## config.mk

```make
export PLATFORM = sky130hd
export DESIGN_NAME = jzjpcc_decode_execute_register
export DESIGN_NICKNAME = d
export VERILOG_FILES = /design/src/rtl/jzjpcc_pkg.sv /design/src/rtl/jzjpcc_hazard_detect.sv /design/src/rtl/jzjpcc_decode_execute_register.sv
export SDC_FILE = /design/constraint.sdc
export NUM_CORES = 1
export LEC_CHECK = 0
export ABC_CLOCK_PERIOD_IN_PS = 2550
export CORE_ASPECT_RATIO = 1.25
export CORE_MARGIN = 5
export CORE_UTILIZATION = 49
export DETAILED_ROUTE_END_ITERATION = 6
export DONT_BUFFER_PORTS = 1
export HOLD_SLACK_MARGIN = 0.15
export PLACE_DENSITY = 0.75
export SLEW_MARGIN = 20
export SYNTH_ARGS = -nofsm -noshare
export SYNTH_HDL_FRONTEND = slang
export SYNTH_SLANG_ARGS = --single-unit
```

## constraint.sdc

```tcl
create_clock -name clock -period 2.55 [get_ports clock]
set_input_delay 0.765 -clock clock [delete_from_list [all_inputs] [get_ports clock]]
set_output_delay 0.765 -clock clock [all_outputs]
set_load 0.01 [all_outputs]
```

## src/rtl/jzjpcc_pkg.sv

```systemverilog
// Shared types for the jzjpcc decode->execute interface: field widths, ALU operand
// mux encodings and the packed control bundle carried by the pipeline register.
package jzjpcc_pkg;

    localparam int XLEN       = 32;
    localparam int ALU_OP_W   = 3;
    localparam int ALU_MUX_W  = 2;
    localparam int REG_ADDR_W = 5;

    typedef enum logic [ALU_MUX_W-1:0] {
        ALU_MUX_RS1_RS2 = 2'd0,
        ALU_MUX_RS1_IMM = 2'd1,
        ALU_MUX_PC_IMM  = 2'd2,
        ALU_MUX_PC_4    = 2'd3
    } alu_mux_mode_e;

    typedef struct packed {
        logic                  valid;
        logic [REG_ADDR_W-1:0] rd_addr;
        logic [ALU_OP_W-1:0]   alu_op;
        logic                  alu_mod;
        alu_mux_mode_e         alu_mux;
        logic                  rd_we;
        logic                  mem_read;
    } de_ctrl_t;

    localparam de_ctrl_t BUBBLE = '0;

    // A slot without a real instruction must never write rd or start a load.
    function automatic de_ctrl_t gate_invalid(input de_ctrl_t c);
        de_ctrl_t g;
        g = c;
        if (!c.valid) begin
            g.rd_we    = 1'b0;
            g.mem_read = 1'b0;
        end else begin
            g = c;
        end
        return g;
    endfunction

endpackage

```

## src/rtl/jzjpcc_hazard_detect.sv

```systemverilog
// Load-use interlock detector: flags a decode instruction that reads the
// destination of a load still sitting in execute.
module jzjpcc_hazard_detect
    import jzjpcc_pkg::*;
(
    input  logic                  ex_valid,
    input  logic                  ex_mem_read,
    input  logic                  ex_rd_we,
    input  logic [REG_ADDR_W-1:0] ex_rd_addr,
    input  logic                  dec_valid,
    input  logic [REG_ADDR_W-1:0] dec_rs1_addr,
    input  logic [REG_ADDR_W-1:0] dec_rs2_addr,
    output logic                  hazard
);

    // x0 is never a real producer, so a load into it cannot interlock.
    always_comb begin
        hazard = 1'b0;
        if (ex_valid && ex_mem_read && ex_rd_we &&
            (ex_rd_addr != {REG_ADDR_W{1'b0}}) && dec_valid) begin
            hazard = (dec_rs1_addr == ex_rd_addr) || (dec_rs2_addr == ex_rd_addr);
        end else begin
            hazard = 1'b0;
        end
    end

endmodule

```

## src/rtl/jzjpcc_decode_execute_register.sv

```systemverilog
// Decode->execute pipeline register with stall hold, flush and load-use bubbles.
// Optional bubble counter output enabled by defining JZJPCC_BUBBLE_COUNTER_EN.
module jzjpcc_decode_execute_register
    import jzjpcc_pkg::*;
#(
    parameter int PC_MAX_B = 31
) (
    input  logic                  clock,
    input  logic                  reset,
    input  logic                  valid_decode,
    input  logic [XLEN-1:0]       immediate_decode,
    input  logic [XLEN-1:0]       rs1_decode,
    input  logic [XLEN-1:0]       rs2_decode,
    input  logic [REG_ADDR_W-1:0] rs1Addr_decode,
    input  logic [REG_ADDR_W-1:0] rs2Addr_decode,
    input  logic [PC_MAX_B:2]     currentPC_decode,
    input  logic [REG_ADDR_W-1:0] rdAddr_decode,
    input  logic [ALU_OP_W-1:0]   aluOperation_decode,
    input  logic                  aluMod_decode,
    input  logic [ALU_MUX_W-1:0]  aluMuxMode_decode,
    input  logic                  rdWriteEnable_decode,
    input  logic                  memRead_decode,
    input  logic                  stall_in,
    input  logic                  flush_execute,
    output logic                  valid_execute,
    output logic [XLEN-1:0]       immediate_execute,
    output logic [XLEN-1:0]       rs1_execute,
    output logic [XLEN-1:0]       rs2_execute,
    output logic [PC_MAX_B:2]     currentPC_execute,
    output logic [REG_ADDR_W-1:0] rdAddr_execute,
    output logic [ALU_OP_W-1:0]   aluOperation_execute,
    output logic                  aluMod_execute,
    output logic [ALU_MUX_W-1:0]  aluMuxMode_execute,
    output logic                  rdWriteEnable_execute,
    output logic                  memRead_execute,
`ifdef JZJPCC_BUBBLE_COUNTER_EN
    output logic [31:0]           bubbleCount,
`endif
    output logic                  stall_decode
);

    de_ctrl_t            ctrl_d, ctrl_q, dec_ctrl_s;
    logic [XLEN-1:0]     imm_d, imm_q;
    logic [XLEN-1:0]     rs1_d, rs1_q;
    logic [XLEN-1:0]     rs2_d, rs2_q;
    logic [PC_MAX_B:2]   pc_d, pc_q;
    logic                hazard_s;
    logic                load_bubble_s;

    jzjpcc_hazard_detect u_hazard (
        .ex_valid     (ctrl_q.valid),
        .ex_mem_read  (ctrl_q.mem_read),
        .ex_rd_we     (ctrl_q.rd_we),
        .ex_rd_addr   (ctrl_q.rd_addr),
        .dec_valid    (valid_decode),
        .dec_rs1_addr (rs1Addr_decode),
        .dec_rs2_addr (rs2Addr_decode),
        .hazard       (hazard_s)
    );

    // Pack the incoming control fields, masking side effects of empty slots.
    always_comb begin
        dec_ctrl_s          = BUBBLE;
        dec_ctrl_s.valid    = valid_decode;
        dec_ctrl_s.rd_addr  = rdAddr_decode;
        dec_ctrl_s.alu_op   = aluOperation_decode;
        dec_ctrl_s.alu_mod  = aluMod_decode;
        dec_ctrl_s.alu_mux  = alu_mux_mode_e'(aluMuxMode_decode);
        dec_ctrl_s.rd_we    = rdWriteEnable_decode;
        dec_ctrl_s.mem_read = memRead_decode;
        dec_ctrl_s          = gate_invalid(dec_ctrl_s);
    end

    assign load_bubble_s = flush_execute | hazard_s;
    // A flush kills the decode instruction, so decode need not hold for the interlock.
    assign stall_decode  = stall_in | (hazard_s & ~flush_execute);

    // Next-state selection: stall hold beats flush, flush beats interlock, else load.
    always_comb begin
        ctrl_d = ctrl_q;
        imm_d  = imm_q;
        rs1_d  = rs1_q;
        rs2_d  = rs2_q;
        pc_d   = pc_q;
        if (stall_in) begin
            ctrl_d = ctrl_q;
            imm_d  = imm_q;
            rs1_d  = rs1_q;
            rs2_d  = rs2_q;
            pc_d   = pc_q;
        end else if (load_bubble_s) begin
            ctrl_d = BUBBLE;
            imm_d  = {XLEN{1'b0}};
            rs1_d  = {XLEN{1'b0}};
            rs2_d  = {XLEN{1'b0}};
            pc_d   = '0;
        end else begin
            ctrl_d = dec_ctrl_s;
            imm_d  = immediate_decode;
            rs1_d  = rs1_decode;
            rs2_d  = rs2_decode;
            pc_d   = currentPC_decode;
        end
    end

    // Pipeline register state.
    always_ff @(posedge clock or negedge reset) begin
        if (!reset) begin
            ctrl_q <= BUBBLE;
            imm_q  <= {XLEN{1'b0}};
            rs1_q  <= {XLEN{1'b0}};
            rs2_q  <= {XLEN{1'b0}};
            pc_q   <= '0;
        end else begin
            ctrl_q <= ctrl_d;
            imm_q  <= imm_d;
            rs1_q  <= rs1_d;
            rs2_q  <= rs2_d;
            pc_q   <= pc_d;
        end
    end

    assign valid_execute         = ctrl_q.valid;
    assign immediate_execute     = imm_q;
    assign rs1_execute           = rs1_q;
    assign rs2_execute           = rs2_q;
    assign currentPC_execute     = pc_q;
    assign rdAddr_execute        = ctrl_q.rd_addr;
    assign aluOperation_execute  = ctrl_q.alu_op;
    assign aluMod_execute        = ctrl_q.alu_mod;
    assign aluMuxMode_execute    = ctrl_q.alu_mux;
    assign rdWriteEnable_execute = ctrl_q.rd_we;
    assign memRead_execute       = ctrl_q.mem_read;

`ifdef JZJPCC_BUBBLE_COUNTER_EN
    logic [31:0] bubble_count_d, bubble_count_q;

    // Count only edges that actually load a bubble; wraps naturally at 2^32.
    always_comb begin
        bubble_count_d = bubble_count_q;
        if (!stall_in && load_bubble_s) begin
            bubble_count_d = bubble_count_q + 32'd1;
        end else begin
            bubble_count_d = bubble_count_q;
        end
    end

    // Bubble counter state.
    always_ff @(posedge clock or negedge reset) begin
        if (!reset) begin
            bubble_count_q <= 32'd0;
        end else begin
            bubble_count_q <= bubble_count_d;
        end
    end

    assign bubbleCount = bubble_count_q;
`endif

endmodule

```

Word level (Yosys, flattened, before mapping)

Index checks and enable logic that the tools add are counted.

Register bits after elaboration: 140
Bits of input ports: 154
Output and inout bits: 141
Logic and storage cells: 30

Equality and inequality tests: 2
Mux-type cells: 7
Bitwise logic cells: 4
Reduce and logical (&&, ||, !) cells: 6

Operator list:

| kind               | number |
|---|---|
| 32-bit 2-to-1 mux  | 3 |
| 30-bit 2-to-1 mux  | 1 |
| 14-bit 2-to-1 mux  | 1 |
| 5-bit == test      | 2 |
| 5-bit nonzero test | 1 |
| 1-bit logical AND  | 4 |
| 2-bit 2-to-1 mux   | 1 |
| 1-bit bitwise OR   | 2 |
| 1-bit bitwise AND  | 1 |
| 1-bit logical OR   | 1 |
| 1-bit 2-to-1 mux   | 1 |
| 1-bit NOT          | 1 |

Depth between registers and ports, before layout

Gate-level depths: netlist (run 1).

Word-level depth: 7
Depth in mapped cells: 6
Depth with buffers taken out: 4

Cells and area by module

From an unflattened synthesis (run 1), not the netlist that was laid out.

Cell total of the unflattened synthesis: 628
Area total of the unflattened synthesis: 6,005.8 um^2

Modules (own cells, without submodules):

| module                         | instances | cells an instance | area each (um^2) | seq. area each (um^2) |
|---|---|---|---|---|
| jzjpcc_decode_execute_register | 1         | 610               | 5,868.1          | 3,503.4 |
| jzjpcc_hazard_detect           | 1         | 18                | 137.6            | 0.0 |

Least setup slack after synthesis (run 1)

OpenSTA, ideal clock, no wires.

Path type: input -> output
From: input flush_execute
To: output stall_decode
Arrival: 1.756 ns
Data required time: 1.785 ns
Path slack: 0.029 ns
Cell stages on the path: 5
Path buffers: 3
Path through: clkbuf_1 -> clkbuf_1 -> clkbuf_1 -> nor2_1 -> a21o_1

Word-level cells in the longest chain between the ends: 3

RTL lines:

| item              | line                                 | RTL |
|---|---|---|
| from (decl)       | jzjpcc_decode_execute_register.sv:24 | `input logic flush_execute,` |
| 1-bit NOT         | jzjpcc_decode_execute_register.sv:76 | `assign stall_decode = stall_in \| (hazard_s & ~flush_execute);` |
| 1-bit bitwise AND | jzjpcc_decode_execute_register.sv:76 |  |
| 1-bit bitwise OR  | jzjpcc_decode_execute_register.sv:76 |  |
| to (decl)         | jzjpcc_decode_execute_register.sv:39 | `output logic stall_decode` |

No other way between the ends.

Worst setup path in the final report (run 1)

From: register ctrl_q (netlist bit rdAddr_execute[2])
To: output stall_decode

Word-level cells in the longest chain between the ends: 6
Elaborated cells between the ends (all ways): 9
Classes of those cells: eq/ne: 2; mux: 1; bitwise: 2; reduce/logical: 4

RTL lines:

| item                   | line                                  | RTL |
|---|---|---|
| from (decl)            | jzjpcc_decode_execute_register.sv:42  | `de_ctrl_t ctrl_d, ctrl_q, dec_ctrl_s;` |
| from (signal assigned) | jzjpcc_decode_execute_register.sv:115 | `ctrl_q <= ctrl_d;` |
| 5-bit nonzero test     | jzjpcc_hazard_detect.sv:20            | `(ex_rd_addr != {REG_ADDR_W{1'b0}}) && dec_valid) begin` |
| 1-bit logical AND      | jzjpcc_hazard_detect.sv:19            | `if (ex_valid && ex_mem_read && ex_rd_we &&` |
| 1-bit logical AND      | jzjpcc_hazard_detect.sv:20            |  |
| 1-bit 2-to-1 mux *     | jzjpcc_hazard_detect.sv:19            |  |
| 1-bit bitwise AND *    | jzjpcc_decode_execute_register.sv:76  |  |
| 1-bit bitwise OR *     | jzjpcc_decode_execute_register.sv:76  |  |

Mark *: on every way between the ends. The rest lies on a longest branch, timed or not.

==> flow_summary_export.csv, run 1 <==
group,metric,value,unit
clock_tree,path_clk_slew,0.07,ns
logic_synthesis,synth_nets,975,
clock_tree,cts_tree,"done",
drt,wl_per_cell,22.14,um
logic_synthesis,syn_inst,821,
setup_path,r2r-start,"rdAddr_execute[2]$_DFFE_PN0N_",
drt,vias_per_cell,6.489,
cells_and_area,layout.nets,895,
cells_and_area,final_common_cell,"dfrtp_1",
clock_tree,htreeDepth,4,
cells_and_area,drive_gt1_share,25.99,%
setup_path,r2r_setup_slack,0.30,ns
drt,drt_wl_total,21.56,mm
setup_path,worstPathCellList,"or4_4 -> o21ai_4 -> nor2_1 -> a21o_1",
grt,track_usage,21.25,%
place,pre_cts_slack,0.2619,ns
timing,fin_skew,0.006650,ns
timing,worst_pin_slew,0.7016,ns
logic_synthesis,seq_area_frac_synth,42.55,%
die,die_h,154.9,um
timing,slew_viol_final,0,
drt,drt_iter0_markers,499,
die,dieWidth,125.9,um
clock_tree,cts_made_buffers,17,
setup_path,slowest_delay,0.52,ns
setup_path,cp.arrival,1.86,ns
setup_path,critical_path_buf_inv_count,0,
clock_tree,insertion_delay,0.41,ns
flow_run,maxCapViolations,0,
die,start_util,49.47,%
timing,rsz0062_at_grt,"true",
logic_synthesis,ys_seq_elements,140,
grt,antenna_found_initial,0,
setup_path,required,1.79,ns
grt,grt_max_degree,410,
power,seqPwrFrac,48.6,%
drt,num_vias,6320,
timing,min_period_over_period,103.0,%
logic_synthesis,synth.top_cells.by_area,"dfrtp_1, or3b_2, nor3b_1, a22oi_1, o21ai_1",
timing,hold_viol_final,0,
place,place_area,8092,um^2
clock_tree,cts-root-buf,"clkbuf_16",
setup_path,r2r-end,"immediate_execute[15]$_DFFE_PN0N_",
cells_and_area,layout_common_cells,"dfrtp_1, or3b_2, nor3b_1, a22oi_1, o21ai_1",
cells_and_area,fin_area,8676,um^2
cells_and_area,final_cells,974,
power,p_sw_share,27.63,%
setup_path,crit_fanout,5,
timing,maxSlewHeadroom,53.22,%
setup_path,end_kind,"primary output",
place,dpl.hpwl,13.27,mm
power,internal-power,4312,uW
setup_path,r2r_cells,6,
setup_path,critical-path-slowest-cell,"or4_4",
drt,detail_route.first_pass.iterations,5,
die,die_area,19510,um^2
timing,setup_viol,1,
logic_synthesis,yosysTopAreaCellShare,42.55,%
cells_and_area,fillers,1468,
place,gp_congestion,0.8110,
logic_synthesis,ys_types,27,
cells_and_area,multi_input_area,4250,um^2
status,violations,"negative setup slack",
timing,fin_crit,2.627,ns
setup_path,cpLargestDelayFamily,"simple AND/OR/NAND/NOR gates",
cells_and_area,syn_to_final_growth,5.364,%
timing,max_freq,380.6,MHz
clock_tree,ctsLongestPathBuffers,2,
power,switching_power,1646,uW
power,leakage,0.003074,uW
grt,grt_pass1_vias,6386,
setup_path,worst-setup-path-type,"reg2out",
cells_and_area,antenna_cells,0,
grt,overflow,0,
power,peakVddDrop,0.0003391,V
timing,setup_ws,-0.07715,ns
drt,drc,0,
die,num_rows,53,
power,powerDensity,686.8,nW/um^2
grt,grt_first_pass_wirelength,34.22,mm
hold_path,hp-class,"in2async",
place,io_buffers,0,
logic_synthesis,avgSynthCellArea,10.03,um^2
place,placed_cells,941,
power,power_frac_clock,40.7,%
logic_synthesis,yosysWarnings,0,
clock_tree,cts.sinks,140,
logic_synthesis,syn_area,8234,um^2
cells_and_area,final-seq-area,3505,um^2
die,io_pins,295,
logic_synthesis,yosys.area.top_type,"dfrtp_1",
setup_path,start_kind,"flip-flop",
die,core,16640,um^2
drt,postRouteAntennaNets,0,
status,status,"complete, but fails checks",
power,pwr-share-comb,10.6,%
## kinds of logic (layout without fill, tap and decap cells)
| group | count (synthesis) | after routing | share of synthesized area, % |
|---|---|---|---|
| DFF | 140 | 140 | 42.55 |
| AOI/OAI and AO/OA | 282 | 282 | 23.05 |
| and+or+nand+nor | 283 | 283 | 27.29 |
| xor gates and xnor gates | 10 | 10 | 1.064 |
| muxes | 1 | 1 | 0.1216 |
| buffers and inverters | 105 | 38 | 5.926 |
## state kept, by name (all words and copies together) (netlist names)
name                   flops
valid_execute              1
aluOperation_execute       3
rs1_execute               32
rdWriteEnable_execute      1
rs2_execute               32
rdAddr_execute             5
aluMod_execute             1
currentPC_execute         30
aluMuxMode_execute         2
immediate_execute         32
memRead_execute            1
## cells in the mapped netlist
cell      count
a21oi_1       1
mux2i_1       1
buf_8         2
a22oi_2      22
o22ai_2       1
buf_1        10
dfrtp_1     140
and4_1        1
o21ai_1      86
or4_4         1
a21o_1        1
and2_1        1
nand3_1       2
nor2b_1       1
nand2_1       8
xnor2_1      10
nor2_1        3
o21ai_4       1
or3b_2      133
buf_6         8
clkbuf_2      1
a22oi_1     111
buf_2         8
clkbuf_1     76
a32oi_1       6
o21ai_0      53
nor3b_1     133
## timing repair
item / in CTS / in global routing
setup endpoints to repair: 1 / 1
gates resized for setup: 1 / 0
buffers inserted: 1 / 0
endpoints found under the hold margin: 140 / 140
pin swaps: 1 / 0
## power by group through the flow
stage / sequential [uW] / clock (uW) / combinational (uW)
after floorplan: 2830 / 0 / 668
after global placement: 2930 / 0 / 599
after detailed placement: 2940 / 0 / 643
after CTS: 2900 / 2480 / 643
after global routing: 2930 / 2580 / 712
final: 2900 / 2430 / 635
## worst max path at each step
stage	from	to	slack [ns]	cells past startpoint
final	rdAddr_execute[2]$_DFFE_PN0N_	stall_decode	-0.08	4
after global routing	rdAddr_execute[2]$_DFFE_PN0N_	stall_decode	-0.15	4
after CTS	rdAddr_execute[2]$_DFFE_PN0N_	stall_decode	-0.1	4
after detailed placement	rs2Addr_decode[4]	stall_decode	0.26	4
after global placement	rs2Addr_decode[4]	stall_decode	0.24	4
after floorplan	flush_execute	stall_decode	0.03	5
## stage by stage
step / power (uW) / hold WS [ns] / util, % / TNS [ns]
finish: 5958 / 0.04265 / 52.12 / -0.07715
global route: 6222 / 0.01431 / 52.12 / -0.1460
CTS: 6023 / 0.01912 / 52.12 / -0.09640
detailed placement: 3581 / 0.4731 / 48.61 / 0
global placement: 3526 / 0.4735 / 48.61 / 0
floorplan: 3503 / 0.4694 / - / 0
## area by class of cell
type	instances	share of cell area (%)
multi-input combinational	576	48.99
timing repair buffer	6	0.8076
sequential	140	40.40
clock inverter	14	1.687
clock buffer	18	4.947
tap	220	3.173
## routing by layer
layer	global-route usage [%]	vias to the layer above	share of wire, %
met3	7.795	57	8.7
met2	34.42	244	51
met1	24.76	3093	37
met5	0	-	0
met4	10.94	0	4.1
li1	-	2926	-
Note: power is estimated with default switching activity, not from simulation.
==> run 2: changes to the inputs <==
--- a/config.mk
+++ b/config.mk
@@ -5,7 +5,6 @@
 export SDC_FILE = /design/constraint.sdc
 export NUM_CORES = 1
 export LEC_CHECK = 0
-export ABC_CLOCK_PERIOD_IN_PS = 2550
 export CORE_ASPECT_RATIO = 1.25
 export CORE_MARGIN = 5
 export CORE_UTILIZATION = 49
@@ -13,6 +12,7 @@
 export DONT_BUFFER_PORTS = 1
 export HOLD_SLACK_MARGIN = 0.15
 export PLACE_DENSITY = 0.75
+export SETUP_SLACK_MARGIN = 0.3
 export SLEW_MARGIN = 20
 export SYNTH_ARGS = -nofsm -noshare
 export SYNTH_HDL_FRONTEND = slang
==> run 2 against run 1 <==
The flow now finishes without violations. Non-clock buffer count is 3 higher. Global-route usage down 0.43 points. Clock skew is 0.0031 ns higher. Die area unchanged. Critical path depth is the same.
==> flow_summary_export.csv, run 2 (synthesized netlist as in run 1, its figures left out) <==
group,metric,value,unit
status,status,"complete, no violations",
hold_path,hp-class,"in2async",
setup_path,crit_fanout,5,
clock_tree,cts_made_buffers,17,
power,leakage,0.003168,uW
cells_and_area,final_cells,977,
timing,slew_viol_final,0,
die,io_pins,295,
die,start_util,49.47,%
timing,rsz0062_at_grt,"true",
setup_path,cpLargestDelayFamily,"simple AND/OR/NAND/NOR gates",
setup_path,slowest_delay,0.48,ns
setup_path,start_kind,"flip-flop",
power,internal-power,4581,uW
drt,drt_wl_total,21.48,mm
power,power_frac_clock,43.1,%
power,peakVddDrop,0.0003886,V
cells_and_area,final_common_cell,"dfrtp_1",
clock_tree,cts.sinks,140,
clock_tree,htreeDepth,4,
setup_path,worstPathCellList,"or4_4 -> o21ai_4 -> nor2_2 -> a21o_4",
timing,worst_pin_slew,0.6166,ns
timing,fin_crit,2.543,ns
timing,setup_ws,0.006864,ns
drt,detail_route.first_pass.iterations,4,
timing,maxSlewHeadroom,58.89,%
cells_and_area,syn_to_final_growth,7.309,%
cells_and_area,fin_util,53.09,%
setup_path,worst-setup-path-type,"reg2out",
setup_path,r2r_setup_slack,0.49,ns
drt,drt_iter0_markers,534,
clock_tree,path_clk_slew,0.06,ns
grt,overflow,0,
power,p_total,6226,uW
cells_and_area,fin_area,8836,um^2
timing,setup_viol,0,
grt,grt_first_pass_wirelength,33.54,mm
drt,drc,0,
setup_path,critical_path_buf_inv_count,0,
place,gp_congestion,0.7740,
grt,grt_max_degree,410,
cells_and_area,antenna_cells,0,
setup_path,end_kind,"primary output",
timing,fin_skew,0.009745,ns
die,die_h,154.9,um
die,die_area,19510,um^2
flow_run,maxCapViolations,0,
setup_path,cp.arrival,1.78,ns
cells_and_area,drive_gt1_share,27.34,%
clock_tree,ctsLongestPathBuffers,2,
place,pre_cts_slack,0.2748,ns
place,place_area,8137,um^2
place,placed_cells,942,
drt,wl_per_cell,21.99,um
power,p_sw_share,26.43,%
timing,hold_viol_final,0,
clock_tree,cts-root-buf,"clkbuf_16",
die,num_rows,53,
cells_and_area,layout.nets,898,
die,core,16640,um^2
drt,postRouteAntennaNets,0,
timing,min_period_over_period,99.73,%
clock_tree,insertion_delay,0.42,ns
die,dieWidth,125.9,um
timing,max_freq,393.2,MHz
power,powerDensity,704.6,nW/um^2
power,seqPwrFrac,46.3,%
grt,track_usage,20.83,%
grt,grt_pass1_vias,6220,
place,dpl.hpwl,12.80,mm
power,switching_power,1645,uW
power,pwr-share-comb,10.6,%
setup_path,critical-path-slowest-cell,"dfrtp_2",
drt,vias_per_cell,6.539,
cells_and_area,layout_common_cells,"dfrtp_1, or3b_2, nor3b_1, a22oi_1, o21ai_1",
setup_path,required,1.79,ns
drt,num_vias,6389,
place,io_buffers,0,
grt,antenna_found_initial,0,
clock_tree,cts_tree,"done",
[run 2: final timing paths]
kind,startpoint,to,cells past startpoint
min reg2reg,immediate_execute[31]$_DFFE_PN0N_,immediate_execute[31]$_DFFE_PN0N_,2
min,reset,rs2_execute[5]$_DFFE_PN0N_,0
max in group asynchronous,reset,immediate_execute[12]$_DFFE_PN0N_,0
max reg2reg,rdAddr_execute[4]$_DFFE_PN0N_,currentPC_execute[7]$_DFFE_PN0N_,7
max,rdAddr_execute[4]$_DFFE_PN0N_,stall_decode,4
min in group clock,memRead_decode,memRead_execute$_DFFE_PN0N_,2
[run 2: cell type report]
class / instances / area (um^2)
Sequential cell: 140 / 3505
Clock buffer: 19 / 452.9
Multi-Input combinational cell: 576 / 4298
Timing Repair Buffer: 9 / 117.6
Fill cell: 1470 / 7809
Clock inverter: 13 / 187.7
Tap cell: 220 / 275.3
[run 2: worst reg2reg max path: cells and delay by family, from the launching register on]
family	cells	cell delay, ns
AO/OA/AOI/OAI	3	0.45
buffers and inverters	3	0.61
flip-flops	1	0.48
AND/OR/NAND/NOR	1	0.45
[run 2: per-stage QoR]
step / hold slack (ns) / setup TNS, ns
3_5_place_dp: 0.4726 / 0
6_report: 0.04105 / 0
3_3_place_gp: 0.4729 / 0
4_1_cts: 0.01711 / -0.04338
2_1_floorplan: 0.4694 / 0
5_1_grt: 0.006048 / -0.05261
[run 2: power groups by stage]
stage / clock network, uW / logic (uW) / registers, uW
floorplan: 0 / 682 / 2840
finish: 2680 / 657 / 2890
detailed placement: 0 / 665 / 2930
global placement: 0 / 622 / 2920
CTS: 2740 / 664 / 2890
global route: 2840 / 738 / 2910
[run 2: layer usage]
| metal | up-vias | part of all wire, % | global-route usage, % |
|---|---|---|---|
| met1 | 3153 | 36 | 23.94 |
| met2 | 255 | 50 | 33.25 |
| met3 | 56 | 9.6 | 8.379 |
| met5 | - | 0 | 0 |
| met4 | 0 | 4.0 | 11.34 |
| li1 | 2925 | - | - |
[run 2: timing repair]
| action | 4_1_cts | 5_1_grt |
|---|---|---|
| gates cloned | 0 | 1 |
| buffers inserted | 1 | 1 |
| hold endpoints to repair | 140 | 140 |
| gates resized for setup | 1 | 3 |
| pin swaps | 2 | 2 |
| endpoints found under the setup margin | 1 | 30 |
